**src/rtl/buzz_pkg.sv**
```systemverilog
// ============================================================================
// Module   : buzz_pkg
// Purpose  : Shared state encoding, active-id codes and default timing
//            constants for the keypad-lock buzzer arbiter.
// Revision : 1.0 - initial release
// ============================================================================
`default_nettype none

package buzz_pkg;

    // Sequencer states
    localparam logic [2:0] c_S_IDLE    = 3'd0;
    localparam logic [2:0] c_S_KEY     = 3'd1;
    localparam logic [2:0] c_S_OK      = 3'd2;
    localparam logic [2:0] c_S_ERR_ON1 = 3'd3;
    localparam logic [2:0] c_S_ERR_GAP = 3'd4;
    localparam logic [2:0] c_S_ERR_ON2 = 3'd5;

    // active_id codes; numerically ordered by priority so a plain compare arbitrates
    localparam logic [1:0] ID_NONE = 2'd0;
    localparam logic [1:0] ID_KEY  = 2'd1;
    localparam logic [1:0] ID_OK   = 2'd2;
    localparam logic [1:0] ID_ERR  = 2'd3;

    // Default timing at a 50 MHz clock
    localparam int unsigned c_DEF_KEY_HALF = 50000;
    localparam int unsigned c_DEF_KEY_DUR  = 10000000;
    localparam int unsigned c_DEF_OK_HALF  = 25000;
    localparam int unsigned c_DEF_OK_DUR   = 30000000;
    localparam int unsigned c_DEF_ERR_HALF = 100000;
    localparam int unsigned c_DEF_ERR_SEG  = 5000000;
    localparam int unsigned c_DEF_CNT_W    = 32;

endpackage

`default_nettype wire

```
**src/rtl/buzz_tone_gen.sv**
```systemverilog
// ============================================================================
// Module   : buzz_tone_gen
// Purpose  : Square-wave generator shared by every tone. Counts 0..half-1 and
//            toggles the output at the top of the count. restart forces the
//            wave high with a fresh phase; dropping run parks it low.
// Revision : 1.0 - initial release
// ============================================================================
`default_nettype none

module buzz_tone_gen
    import buzz_pkg::*;
#(
    parameter int unsigned CNT_W = c_DEF_CNT_W
) (
    input  logic             clk,
    input  logic             rst,
    input  logic [CNT_W-1:0] half_period,
    input  logic             run,
    input  logic             restart,
    output logic             wave
);

    logic [CNT_W-1:0] r_tone_cnt;
    logic             r_wave;
    logic [CNT_W-1:0] w_last;

    assign w_last = half_period - CNT_W'(1);

    // Half-period counter and toggle flop; restart has priority over run
    always_ff @(posedge clk) begin
        if (rst) begin
            r_tone_cnt <= '0;
            r_wave     <= 1'b0;
        end else if (restart) begin
            r_tone_cnt <= '0;
            r_wave     <= 1'b1;
        end else if (!run) begin
            r_tone_cnt <= '0;
            r_wave     <= 1'b0;
        end else if (r_tone_cnt == w_last) begin
            r_tone_cnt <= '0;
            r_wave     <= ~r_wave;
        end else begin
            r_tone_cnt <= r_tone_cnt + CNT_W'(1);
        end
    end

    assign wave = r_wave;

endmodule

`default_nettype wire

```
**src/rtl/buzzer_arbiter.sv**
```systemverilog
// ============================================================================
// Module   : buzzer_arbiter
// Purpose  : Fixed-priority arbiter (err > ok > key) and sequencer for the
//            single piezo buzzer of the keypad lock. Drives tone waveform,
//            duration and the fail-tone on/gap/on cadence.
// Options  : BUZZ_MUTE_EN - adds a mute input that forces buzzer low while
//            the sequencer keeps running.
// Revision : 1.0 - initial release
// ============================================================================
`default_nettype none

module buzzer_arbiter
    import buzz_pkg::*;
#(
    parameter int unsigned KEY_HALF = c_DEF_KEY_HALF,
    parameter int unsigned KEY_DUR  = c_DEF_KEY_DUR,
    parameter int unsigned OK_HALF  = c_DEF_OK_HALF,
    parameter int unsigned OK_DUR   = c_DEF_OK_DUR,
    parameter int unsigned ERR_HALF = c_DEF_ERR_HALF,
    parameter int unsigned ERR_SEG  = c_DEF_ERR_SEG,
    parameter int unsigned CNT_W    = c_DEF_CNT_W
) (
    input  logic       clk,
    input  logic       RST,
    input  logic       req_key,
    input  logic       req_ok,
    input  logic       req_err,
`ifdef BUZZ_MUTE_EN
    input  logic       mute,
`endif
    output logic       buzzer,
    output logic       busy,
    output logic [1:0] active_id
);

    // Terminal duration counts, folded at elaboration
    localparam logic [CNT_W-1:0] c_KEY_LAST  = CNT_W'(KEY_DUR - 1);
    localparam logic [CNT_W-1:0] c_OK_LAST   = CNT_W'(OK_DUR - 1);
    localparam logic [CNT_W-1:0] c_SEG1_LAST = CNT_W'(ERR_SEG - 1);
    localparam logic [CNT_W-1:0] c_SEG2_LAST = CNT_W'(2 * ERR_SEG - 1);
    localparam logic [CNT_W-1:0] c_SEG3_LAST = CNT_W'(3 * ERR_SEG - 1);

    logic [2:0]       r_state;
    logic [2:0]       w_state_nxt;
    logic [1:0]       r_active_id;
    logic [1:0]       w_id_nxt;
    logic [CNT_W-1:0] r_dur_cnt;
    logic [CNT_W-1:0] w_dur_nxt;
    logic [1:0]       w_req_id;
    logic             w_accept;
    logic             w_tone_restart;
    logic             w_tone_run;
    logic [CNT_W-1:0] w_half;
    logic             w_wave;

    // Highest-priority request of this cycle
    always_comb begin
        w_req_id = ID_NONE;
        if (req_err)      w_req_id = ID_ERR;
        else if (req_ok)  w_req_id = ID_OK;
        else if (req_key) w_req_id = ID_KEY;
    end

    // Equal priority restarts the tone; lower priority is simply dropped
    assign w_accept = (w_req_id != ID_NONE) && (w_req_id >= r_active_id);

    // Next-state, duration and tone-restart decode
    always_comb begin
        w_state_nxt    = r_state;
        w_id_nxt       = r_active_id;
        w_dur_nxt      = r_dur_cnt;
        w_tone_restart = 1'b0;
        if (w_accept) begin
            case (w_req_id)
                ID_KEY:  w_state_nxt = c_S_KEY;
                ID_OK:   w_state_nxt = c_S_OK;
                ID_ERR:  w_state_nxt = c_S_ERR_ON1;
                default: w_state_nxt = c_S_IDLE;
            endcase
            w_id_nxt       = w_req_id;
            w_dur_nxt      = '0;
            w_tone_restart = 1'b1;
        end else begin
            case (r_state)
                c_S_IDLE: begin
                    w_dur_nxt = '0;
                end
                c_S_KEY: begin
                    if (r_dur_cnt == c_KEY_LAST) begin
                        w_state_nxt = c_S_IDLE;
                        w_id_nxt    = ID_NONE;
                        w_dur_nxt   = '0;
                    end else begin
                        w_dur_nxt = r_dur_cnt + CNT_W'(1);
                    end
                end
                c_S_OK: begin
                    if (r_dur_cnt == c_OK_LAST) begin
                        w_state_nxt = c_S_IDLE;
                        w_id_nxt    = ID_NONE;
                        w_dur_nxt   = '0;
                    end else begin
                        w_dur_nxt = r_dur_cnt + CNT_W'(1);
                    end
                end
                c_S_ERR_ON1: begin
                    if (r_dur_cnt == c_SEG1_LAST) w_state_nxt = c_S_ERR_GAP;
                    w_dur_nxt = r_dur_cnt + CNT_W'(1);
                end
                c_S_ERR_GAP: begin
                    // Second burst starts high with a fresh phase
                    if (r_dur_cnt == c_SEG2_LAST) begin
                        w_state_nxt    = c_S_ERR_ON2;
                        w_tone_restart = 1'b1;
                    end
                    w_dur_nxt = r_dur_cnt + CNT_W'(1);
                end
                c_S_ERR_ON2: begin
                    if (r_dur_cnt == c_SEG3_LAST) begin
                        w_state_nxt = c_S_IDLE;
                        w_id_nxt    = ID_NONE;
                        w_dur_nxt   = '0;
                    end else begin
                        w_dur_nxt = r_dur_cnt + CNT_W'(1);
                    end
                end
                default: begin
                    w_state_nxt = c_S_IDLE;
                    w_id_nxt    = ID_NONE;
                    w_dur_nxt   = '0;
                end
            endcase
        end
    end

    // Tone keeps running only while the next state is an audible one
    assign w_tone_run = (w_state_nxt == c_S_KEY)     || (w_state_nxt == c_S_OK) ||
                        (w_state_nxt == c_S_ERR_ON1) || (w_state_nxt == c_S_ERR_ON2);

    // Half-period select for the shared tone generator
    always_comb begin
        case (r_state)
            c_S_KEY: w_half = CNT_W'(KEY_HALF);
            c_S_OK:  w_half = CNT_W'(OK_HALF);
            default: w_half = CNT_W'(ERR_HALF);
        endcase
    end

    // Sequencer state, duration counter and active id registers
    always_ff @(posedge clk) begin
        if (RST) begin
            r_state     <= c_S_IDLE;
            r_active_id <= ID_NONE;
            r_dur_cnt   <= '0;
        end else begin
            r_state     <= w_state_nxt;
            r_active_id <= w_id_nxt;
            r_dur_cnt   <= w_dur_nxt;
        end
    end

    buzz_tone_gen #(
        .CNT_W (CNT_W)
    ) u_tone (
        .clk         (clk),
        .rst         (RST),
        .half_period (w_half),
        .run         (w_tone_run),
        .restart     (w_tone_restart),
        .wave        (w_wave)
    );

`ifdef BUZZ_MUTE_EN
    // Mute gates only the pin; the waveform keeps its phase underneath
    assign buzzer = w_wave & ~mute;
`else
    assign buzzer = w_wave;
`endif

    assign busy      = (r_state != c_S_IDLE);
    assign active_id = r_active_id;

endmodule

`default_nettype wire

```
**config.mk**
```make
export PLATFORM = sky130hd
export DESIGN_NAME = buzzer_arbiter
export DESIGN_NICKNAME = d
export VERILOG_FILES = /design/src/rtl/buzz_pkg.sv /design/src/rtl/buzz_tone_gen.sv /design/src/rtl/buzzer_arbiter.sv
export SDC_FILE = /design/constraint.sdc
export NUM_CORES = 1
export LEC_CHECK = 0
export BUFFER_PORTS_ARGS = -buffer_cell sky130_fd_sc_hd__clkbuf_2
export CAP_MARGIN = 10
export CORE_ASPECT_RATIO = 0.8
export CORE_MARGIN = 10
export CORE_UTILIZATION = 42
export DETAILED_ROUTE_END_ITERATION = 7
export SETUP_SLACK_MARGIN = 0.5
export SYNTH_ARGS = -nofsm -noshare
export SYNTH_HDL_FRONTEND = slang
export SYNTH_SLANG_ARGS = --single-unit
```
**constraint.sdc**
```tcl
create_clock -name clk -period 6.3 [get_ports clk]
set_input_delay 0.315 -clock clk [delete_from_list [all_inputs] [get_ports clk]]
set_output_delay 0.315 -clock clk [all_outputs]
set_load 0.05 [all_outputs]
```
; ---- After elaboration in Yosys (flattened, before gate mapping)
; Index checks and enable logic that the tools add are counted.
[op_classes]
add_sub_neg = 3
n_lt_le_gt_ge = 1
n_eq_ne = 22
muxes = 27
bitwise = 2
reduce_logical = 12
[op_table]
columns = op, n
row1 = 32-bit one-hot mux with 4 select lines, 1
row2 = 32-bit 2-to-1 mux, 3
row3 = "32-bit by 1-bit adder with 32-bit output, second input constant", 2
row4 = "32-bit by 24-bit equality test with 1-bit output, second input constant", 2
row5 = 17-bit one-hot mux with 2 select lines, 1
row6 = "32-bit by 23-bit equality test with 1-bit output, second input constant", 1
row7 = "32-bit by 25-bit equality test with 1-bit output, second input constant", 1
row8 = 32-bit equality test, 1
row9 = 3-bit 2-to-1 mux, 6
row10 = 3-bit one-hot mux with 6 select lines, 1
row11 = "17-bit by 1-bit subtractor with 18-bit output, second input constant", 1
row12 = "3-bit by 2-bit equality test with 1-bit output, second input constant", 4
row13 = 2-bit 2-to-1 mux, 6
row14 = "3-bit inequality test, second input constant", 4
row15 = "3-bit equality test, second input constant", 3
row16 = 2-bit one-hot mux with 4 select lines, 1
row17 = 1-bit 2-to-1 mux, 7
row18 = "3-bit by 1-bit equality test with 1-bit output, second input constant", 2
row19 = 2-bit one-hot mux with 3 select lines, 1
row20 = "2-bit equality test, second input constant", 2
row21 = 4-bit AND reduction, 1
row22 = 2-bit OR reduction, 2
row23 = 4-bit OR reduction, 1
row24 = 3-bit logical NOT, 1
row25 = other kinds (9), 12
[totals]
register_bits = 70
input_bits = 5
output_inout_bits = 4

; ---- Longest topological paths before layout
; Gate-level depths: netlist of run 1.
[depth]
word_depth = 12
depth_mapped = 12

; ---- Modules after synthesis
; A second synthesis of run 1 with hierarchy kept.
[unflattened]
cells_unflattened = 601
area_unflattened_um2 = 4809.6
[by_module_without_submodules]
columns = module, instances, cells_each, area_per_inst_um2, seq_area_each_um2
row1 = buzz_tone_gen, 1, 356, 2782.7, 660.6
row2 = buzzer_arbiter, 1, 245, 2026.9, 740.7

; ---- Worst setup path before layout of run 1
; Ideal clock, no wire load.
[synth_timing]
kind = reg2reg
from = register r_dur_cnt[0]
to = register u_tone.r_tone_cnt[20]
setup_ns = 0.116
t_arrival_ns = 2.380
required_time_ns = 6.184
slack_ns = 3.805
stages_incl_launch_ff = 10
path_buffers = 2
synth_period_minus_slack_ns = 2.495
cell_sequence = dfxtp_1 ha_1 clkbuf_1 or3b_2 or4_1 o41ai_1 a31oi_1 o211ai_2 buf_6 nor2_1
[synth_between]
elab_chain_cells = 10
word_cells_on_any_way = 23
cone_classes = eq/ne: 8 / mux: 10 / bitwise: 1 / reduce/logical: 4
[synth_lines]
columns = element, line
row1 = start: declaration, buzzer_arbiter.sv:47  ; logic [CNT_W-1:0] r_dur_cnt;
row2 = start signal: assignment, buzzer_arbiter.sv:158  ; r_dur_cnt <= w_dur_nxt;
row3 = 32-bit by 24-bit equality test with 1-bit output (tied with other cells), buzzer_arbiter.sv:119  ; if (r_dur_cnt == c_SEG3_LAST) begin
row4 = 3-bit 2-to-1 mux (on tied branches), -
row5 = 3-bit one-hot mux with 6 select lines, buzzer_arbiter.sv:84  ; case (r_state)
row6 = 3-bit 2-to-1 mux, buzzer_arbiter.sv:73  ; if (w_accept) begin
row7 = 3-bit by 1-bit equality test with 1-bit output or 3-bit by 2-bit equality test with 1-bit output (tied branches), buzzer_arbiter.sv:137  ; assign w_tone_run = (w_state_nxt == c_S_KEY) || (w_state_nxt == c_S_OK) ||
row8 = 1-bit logical OR (2 in a row), buzzer_arbiter.sv:137
row9 = 1-bit logical OR, buzzer_arbiter.sv:138  ; (w_state_nxt == c_S_ERR_ON1) || (w_state_nxt == c_S_ERR_ON2);
row10 = 1-bit NOT (no line), -
row11 = 4-bit OR reduction (no line) (*), -
row12 = end signal: assignment, buzz_tone_gen.sv:44  ; r_tone_cnt <= r_tone_cnt + CNT_W'(1);
row13 = end: declaration, buzz_tone_gen.sv:23  ; logic [CNT_W-1:0] r_tone_cnt;
; Mark *: on every way between the ends. The rest lies on a longest branch, timed or not.
; A chain may end at the register's enable or synchronous reset.

; ---- Worst setup path after layout of run 1
[layout_timing]
from = register r_state[1]
to = register u_tone.r_tone_cnt[9]
[layout_between]
elab_chain_cells = 9
word_cells_on_any_way = 27
cone_classes = add/sub: 1 / eq/ne: 10 / mux: 10 / bitwise: 1 / reduce/logical: 5
[layout_lines]
columns = element, line
row1 = start: declaration, buzzer_arbiter.sv:43  ; logic [2:0] r_state;
row2 = start signal: assignment, buzzer_arbiter.sv:152  ; r_state <= c_S_IDLE;
row3 = start signal: assignment, buzzer_arbiter.sv:156  ; r_state <= w_state_nxt;
row4 = "parallel branches: the longest is 8 deep, another holds 17-bit by 1-bit subtractor with 18-bit output", -
row5 = 4-bit OR reduction (no line) (*), -
; Every way passes the cells marked *.

==> load_flow_metrics.sql, run 1 <==
INSERT INTO impl_metrics (metric_group, metric, value, unit) VALUES
('outcome', 'status', 'finished clean', ''),
('timing', 'slew_headroom', '41.3', '%'),
('placed_design', 'placed_area', '3760', 'um^2'),
('route', 'detail_route.drc_violations', '0', ''),
('finish', 'areaGrowthSynthToFinish', '9.76', '%'),
('setup_path', 'worst-setup-path-type', 'reg2reg', ''),
('setup_path', 'cp_data_required_time', '6530', 'ps'),
('finish', 'layout-drive-gt1-share', '7.10', '%'),
('route', 'count_of_vias_placed_by_the_detailed_router', '3020', ''),
('clock_network', 'tritoncts', 'built', ''),
('timing', 'measured_slew_at_the_worst_slew_check_pin', '872', 'ps'),
('clock_network', 'cts-hold-fix-buffers', '0', ''),
('placed_design', 'detailedPlace.worstSlack', '3380', 'ps'),
('worst_hold_path', 'whs_path_depth', '2', ''),
('yosys', 'yosys.area.top_type', 'dfxtp_1', ''),
('yosys', 'ys.flop_type', 'dfxtp_1', ''),
('floorplan', 'io_pins', '9', ''),
('floorplan', 'fp.dieW', '124', 'um'),
('grt', 'gr-usage-all-layers', '13.2', '%'),
('clock_network', 'post_cts_resize_count', '0', ''),
('job', 'timing.max_cap.violations', '0', ''),
('finish', 'layout.nets', '458', ''),
('clock_network', 'cts.htree.levels', '3', ''),
('grt', 'first_pass_grt_wire_length', '13.8', 'mm'),
('yosys', 'avgSynthCellArea', '8.39', 'um^2'),
('pwr', 'leakagePower', '1.30', 'nW'),
('yosys', 'yosys_warnings', '0', ''),
('yosys', 'most_numerous_cell_types_in_the_synthesized_netlist', 'nor2_1, dfxtp_1, xnor2_1, nand2_1, xor2_1', ''),
('clock_network', 'ctsRootBufferMaster', 'clkbuf_8', ''),
('setup_path', 'worst_setup_path_start_kind', 'flop', ''),
('floorplan', 'initial_utilization', '42.9', '%'),
('clock_network', 'cts_sinks', '70', ''),
('yosys', 'yosys.cell_types.count', '49', ''),
('grt', 'grt_antenna_before_repair', '0', ''),
('setup_path', 'r2r.worst_path.cells', '11', ''),
('yosys', 'synth_seq_area_share', '38.5', '%'),
('route', 'drt_first_pass_iters', '5', ''),
('clock_network', 'cts-root-to-sink-buffers', '2', ''),
('timing', 'finalHoldViolCount', '0', ''),
('timing', 'grt_setup_unrepaired', 'false', ''),
('pwr', 'fin_total_pwr', '0.998', 'mW'),
('setup_path', 'worstPathArrival', '3180', 'ps'),
('route', 'drt_first_iter_violations', '184', ''),
('yosys', 'synth_seq_cells', '70', ''),
('yosys', 'synth.most_common_cell', 'nor2_1', ''),
('finish', 'finish.instance_area', '4000', 'um^2'),
('route', 'wl_per_cell', '13.7', 'um'),
('worst_hold_path', 'hp-class', 'in2reg', ''),
('timing', 'fin_crit_sh', '46.8', '%'),
('timing', 'finalWorstPathRequiredPeriod', '2950', 'ps'),
('finish', 'insertedDiodeCount', '0', ''),
('pwr', 'worst_ir_drop_vdd', '0.000110', 'V'),
('clock_network', 'post-cts-setup-buffer-count', '0', ''),
('clock_network', 'cts_inserted_buffers', '9', ''),
('pwr', 'powerDensity', '250', 'nW/um^2'),
('yosys', 'synth_area', '3640', 'um^2'),
('yosys', 'yosys-top-cells-area', 'dfxtp_1, nor2_1, xnor2_1', ''),
('yosys', 'synth_fp_nets', '446', ''),
('placed_design', 'place.port_buffers', '8', ''),
('setup_path', 'worstPathMaxFanout', '32', ''),
('floorplan', 'die_h', '103', 'um'),
('timing', 'setup_viol_count_final', '0', ''),
('timing', 'worst_slack_on_hold_paths', '240', 'ps'),
('finish', 'area.sequential', '1400', 'um^2'),
('timing', 'tns', '0', 'ps'),
('timing', 'final_slew_violations', '0', ''),
('floorplan', 'num_rows', '30', ''),
('route', 'drt-total-wl', '7.70', 'mm'),
('grt', 'grt_start_max_net_pins', '33', ''),
('floorplan', 'core_area', '8480', 'um^2'),
('yosys', 'synthCells', '434', '');
-- cells in the final DEF (no fill, tap or decap), types with 2 or more instances in the layout --
cell type / instances
nor4_1: 12
nor2_1: 90
a21oi_1: 10
nor3_1: 13
o22ai_1: 2
nor4bb_1: 2
clkinv_4: 2
a31oi_1: 4
and4_1: 6
dfxtp_1: 70
nand4_1: 16
nand4b_1: 2
clkbuf_1: 2
inv_1: 17
clkbuf_2: 8
nand2_1: 32
xnor2_1: 33
nand3_1: 19
a211oi_1: 3
xor2_1: 30
bufinv_16: 3
and2_1: 4
nor4b_1: 3
a21o_1: 3
clkbuf_8: 9
nand3b_1: 2
buf_4: 2
or4_1: 8
ha_1: 7
and3_1: 13
or4b_1: 2
-- through the flow --
stage,utilization (%),std cells
3_3_place_gp,44.3,547
4_1_cts,47.1,563
2_1_floorplan,-,434
3_5_place_dp,44.3,547
6_report,47.1,563
5_1_grt,47.1,563
-- area by class of cell --
class | instances | share of cell area (%)
clock buffers | 11 | 3.29
clock inverters | 5 | 2.69
inverters | 17 | 1.60
multi-input cells | 338 | 52.5
flip-flops and latches | 70 | 35.1
well taps | 112 | 3.51
repair buffers | 10 | 1.38
-- final timing paths --
path	from	to	slack [ps]
worst max-delay path	r_state[1]$_SDFF_PP0_	u_tone.r_tone_cnt[9]$_SDFF_PP0_	3350
worst min-delay path	RST	r_state[1]$_SDFF_PP0_	240
worst max register to register	r_state[1]$_SDFF_PP0_	u_tone.r_tone_cnt[9]$_SDFF_PP0_	3350
worst min register to register	u_tone.r_tone_cnt[0]$_SDFF_PP0_	u_tone.r_tone_cnt[0]$_SDFF_PP0_	450
-- state kept, by name (all words and copies together), names as in the netlist --
signal / cells
u_tone.r_tone_cnt: 32
r_state: 3
u_tone.wave: 1
r_dur_cnt: 32
active_id: 2
-- worst max-delay path, stage by stage, from the launching register on --
cell	delay (ps)
dfxtp_1	370
inv_1	80
nor2_1	210
nand2_1	160
ha_1	290
nor4bb_1	280
o22ai_1	150
nand4b_1	180
or4_1	570
o211ai_2	90
buf_4	340
nor2_1	90
-- metal layers --
metal | up-vias | wire (um) | global-route usage [%]
met2 | 65 | 3060 | 18.1
met5 | - | 0 | 0
met1 | 1398 | 4150 | 19.3
met3 | 11 | 391 | 3.85
li1 | 1546 | - | -
met4 | 0 | 96 | 3.71
-- report_power, final --
part / internal [mW] / switching [mW] / leakage (nW) / total [mW]
clock network: 0.265 / 0.175 / 0.118 / 0.439
registers: 0.449 / 0.00698 / 0.565 / 0.456
logic: 0.0317 / 0.0711 / 0.616 / 0.103
-- logic make-up after synthesis --
kind of cell	share of synthesized area [%]
xor+xnor	15.2
simple gates	33.3
fa+ha+maj	2.41
flops	38.5
compound gates	6.70
buf+inv	3.92
No activity file was read; power rests on OpenSTA's default activity.
==> run 2, diff against run 1 <==
- clock period: 6.3 -> 2.8 ns (I/O delays scaled with it)
==> run 2 against run 1 <==
Die area unchanged. Final area up 11%. Final cell count grew 4.8%. Combinational power grew to 3.4 times the previous value. Clock power rose by 65%. Critical path depth shrank 3. Global-route usage rose by 0.73 points. Via count up 4.8%. Critical endpoint is now u_tone.r_tone_cnt[18]$_SDFF_PP0_. Largest power group unchanged.
==> load_flow_metrics.sql, run 2 (synthesis results as in run 1) <==
INSERT INTO impl_metrics (metric_group, metric, value, unit) VALUES
('grt', 'grt_pass1_vias', '2856', ''),
('route', 'drt-total-wl', '8.69', 'mm'),
('route', 'via_cell_ratio', '5.36', ''),
('route', 'count_of_vias_placed_by_the_detailed_router', '3164', ''),
('clock_network', 'tritoncts', 'built', ''),
('timing', 'grt_setup_unrepaired', 'true', ''),
('setup_path', 'crit_path_end_kind', 'flop', ''),
('setup_path', 'cp_slowest_stage_delay', '540', 'ps'),
('timing', 'finalWorstPathRequiredPeriod', '2510', 'ps'),
('timing', 'fin_crit_sh', '89.6', '%'),
('finish', 'finish.instance_area', '4420', 'um^2'),
('route', 'detail_route.drc_violations', '0', ''),
('setup_path', 'worst_setup_path_start_kind', 'flop', ''),
('finish', 'mostFrequentLayoutCells', 'nor2_1, dfxtp_1, xnor2_1, nand2_1, xor2_1', ''),
('finish', 'layout_top_registers', 'r_dur_cnt (32), u_tone.r_tone_cnt (32), r_state (3)', ''),
('finish', 'layout-drive-gt1-share', '21.1', '%'),
('grt', 'first_pass_grt_wire_length', '14.3', 'mm'),
('setup_path', 'worstPathMaxFanout', '8', ''),
('finish', 'layout_commonest_cell', 'nor2_1', ''),
('clock_network', 'cts_inserted_buffers', '9', ''),
('floorplan', 'die_h', '103', 'um'),
('clock_network', 'clkTransAtPathRegs', '80', 'ps'),
('setup_path', 'critical_path.n_buffers_inverters', '2', ''),
('grt', 'gr-usage-all-layers', '13.9', '%'),
('floorplan', 'fp.dieW', '124', 'um'),
('clock_network', 'cts-root-to-sink-buffers', '2', ''),
('worst_hold_path', 'hp-class', 'in2reg', ''),
('timing', 'measured_slew_at_the_worst_slew_check_pin', '737', 'ps'),
('floorplan', 'core_area', '8480', 'um^2'),
('timing', 'tns', '0', 'ps'),
('route', 'antenna_violating_nets_post_route', '0', ''),
('placed_design', 'dp_hpwl', '5.81', 'mm'),
('floorplan', 'design.die.area', '12800', 'um^2'),
('outcome', 'status', 'finished clean', ''),
('timing', 'skew', '8.89', 'ps'),
('floorplan', 'io_pins', '9', ''),
('clock_network', 'cts-hold-fix-buffers', '0', ''),
('pwr', 'powerDensity', '476', 'nW/um^2'),
('placed_design', 'gp_congestion', '0.892', ''),
('setup_path', 'worst-setup-path-type', 'reg2reg', ''),
('finish', 'areaGrowthSynthToFinish', '21.4', '%'),
('timing', 'slew_headroom', '50.7', '%'),
('floorplan', 'num_rows', '30', ''),
('finish', 'layout.nets', '485', ''),
('setup_path', 'worstPathArrival', '2750', 'ps'),
('timing', 'fmax', '0.398', 'GHz'),
('setup_path', 'timing.critical_path.slowest_stage_cell', 'or4b_4', ''),
('clock_network', 'cts_sinks', '70', ''),
('clock_network', 'ctsRootBufferMaster', 'clkbuf_8', ''),
('route', 'wl_per_cell', '14.7', 'um'),
('pwr', 'leakagePower', '1.48', 'nW'),
('finish', 'post-route-util', '52.1', '%'),
('grt', 'grt_antenna_before_repair', '0', ''),
('route', 'drt_first_pass_iters', '4', ''),
('setup_path', 'cp_data_required_time', '3040', 'ps'),
('floorplan', 'initial_utilization', '42.9', '%'),
('job', 'timing.max_cap.violations', '0', ''),
('setup_path', 'reg2reg_setup_slack', '290', 'ps'),
('grt', 'grt_start_max_net_pins', '17', ''),
('timing', 'final_slew_violations', '0', ''),
('route', 'drt_first_iter_violations', '238', ''),
('clock_network', 'worstSkewPairLatency', '360', 'ps'),
('timing', 'setup_viol_count_final', '0', ''),
('pwr', 'worst_ir_drop_vdd', '0.000243', 'V'),
('pwr', 'fin_total_pwr', '2.10', 'mW'),
('timing', 'finalHoldViolCount', '0', ''),
('finish', 'final.fill_count', '799', ''),
('finish', 'insertedDiodeCount', '0', ''),
('grt', 'grt-ovfl-total', '0', ''),
('placed_design', 'placed_area', '3870', 'um^2'),
('clock_network', 'cts.htree.levels', '3', ''),
('placed_design', 'place.port_buffers', '8', ''),
('timing', 'worst_slack_on_hold_paths', '61.4', 'ps'),
('setup_path', 'largest_delay_share_family_worst_path', 'simple AND/OR/NAND/NOR gates', ''),
('setup_path', 'crit_chain', 'or4b_4 > or4_4 > o41ai_4 > a31oi_2 > o211ai_4 > buf_6 > buf_16 > a21oi_1', '');
==> run 2: changes by cell type in the layout (fill, tap and decap cells not counted), sizes merged <==
cell / before / now
clkbuf: 19 / 18
clkinv: 2 / 4
clkinvlp: 0 / 2
buf: 2 / 29
bufinv: 3 / 0
==> run 2: layout make-up <==
cell class	count	area [um^2]	share of cell area [%]
multi-input combinational	338	2290	51.7
sequential	70	1420	32.2
timing repair buffer	37	337	7.62
tap	112	140	3.17
clock buffer	10	128	2.89
inverter	17	66.3	1.50
clock inverter	6	38.8	0.878
==> run 2: layer usage <==
metal / vias to the layer above / GRT usage (%) / part of all wire (%) / routed length, um
li1: 1602 / - / - / -
met1: 1503 / 20.8 / 53 / 4640
met2: 52 / 18.9 / 40 / 3500
met3: 7 / 4.12 / 5.5 / 482
met4: 0 / 3.27 / 0.84 / 73
met5: - / 0 / 0 / 0
==> run 2: where the power goes <==
| part | switching (mW) | leakage (nW) | internal [mW] |
|---|---|---|---|
| Clock | 0.406 | 0.0820 | 0.318 |
| Sequential | 0.0208 | 0.571 | 1.01 |
| Combinational | 0.204 | 0.825 | 0.145 |
| Total | 0.630 | 1.48 | 1.47 |
==> run 2: worst paths after layout <==
kind | startpoint | to | cells after the start
worst min register to register | u_tone.r_tone_cnt[0]$_SDFF_PP0_ | u_tone.r_tone_cnt[0]$_SDFF_PP0_ | 1
worst max-delay path | r_dur_cnt[16]$_SDFF_PP0_ | u_tone.r_tone_cnt[18]$_SDFF_PP0_ | 8
worst min-delay path | RST | r_state[1]$_SDFF_PP0_ | 2
worst max register to register | r_dur_cnt[16]$_SDFF_PP0_ | u_tone.r_tone_cnt[18]$_SDFF_PP0_ | 8
==> run 2: metrics by stage <==
stage,setup slack (ps),std cells
6_report,290,590
5_1_grt,181,590
4_1_cts,280,584
3_5_place_dp,306,554
3_3_place_gp,314,554
2_1_floorplan,495,434
==> run 2: what timing repair did <==
item,CTS,global route
gates cloned,4,0
setup buffers,10,6
pin swaps,8,7
gates resized for setup,25,28
endpoints found under the setup margin,65,69
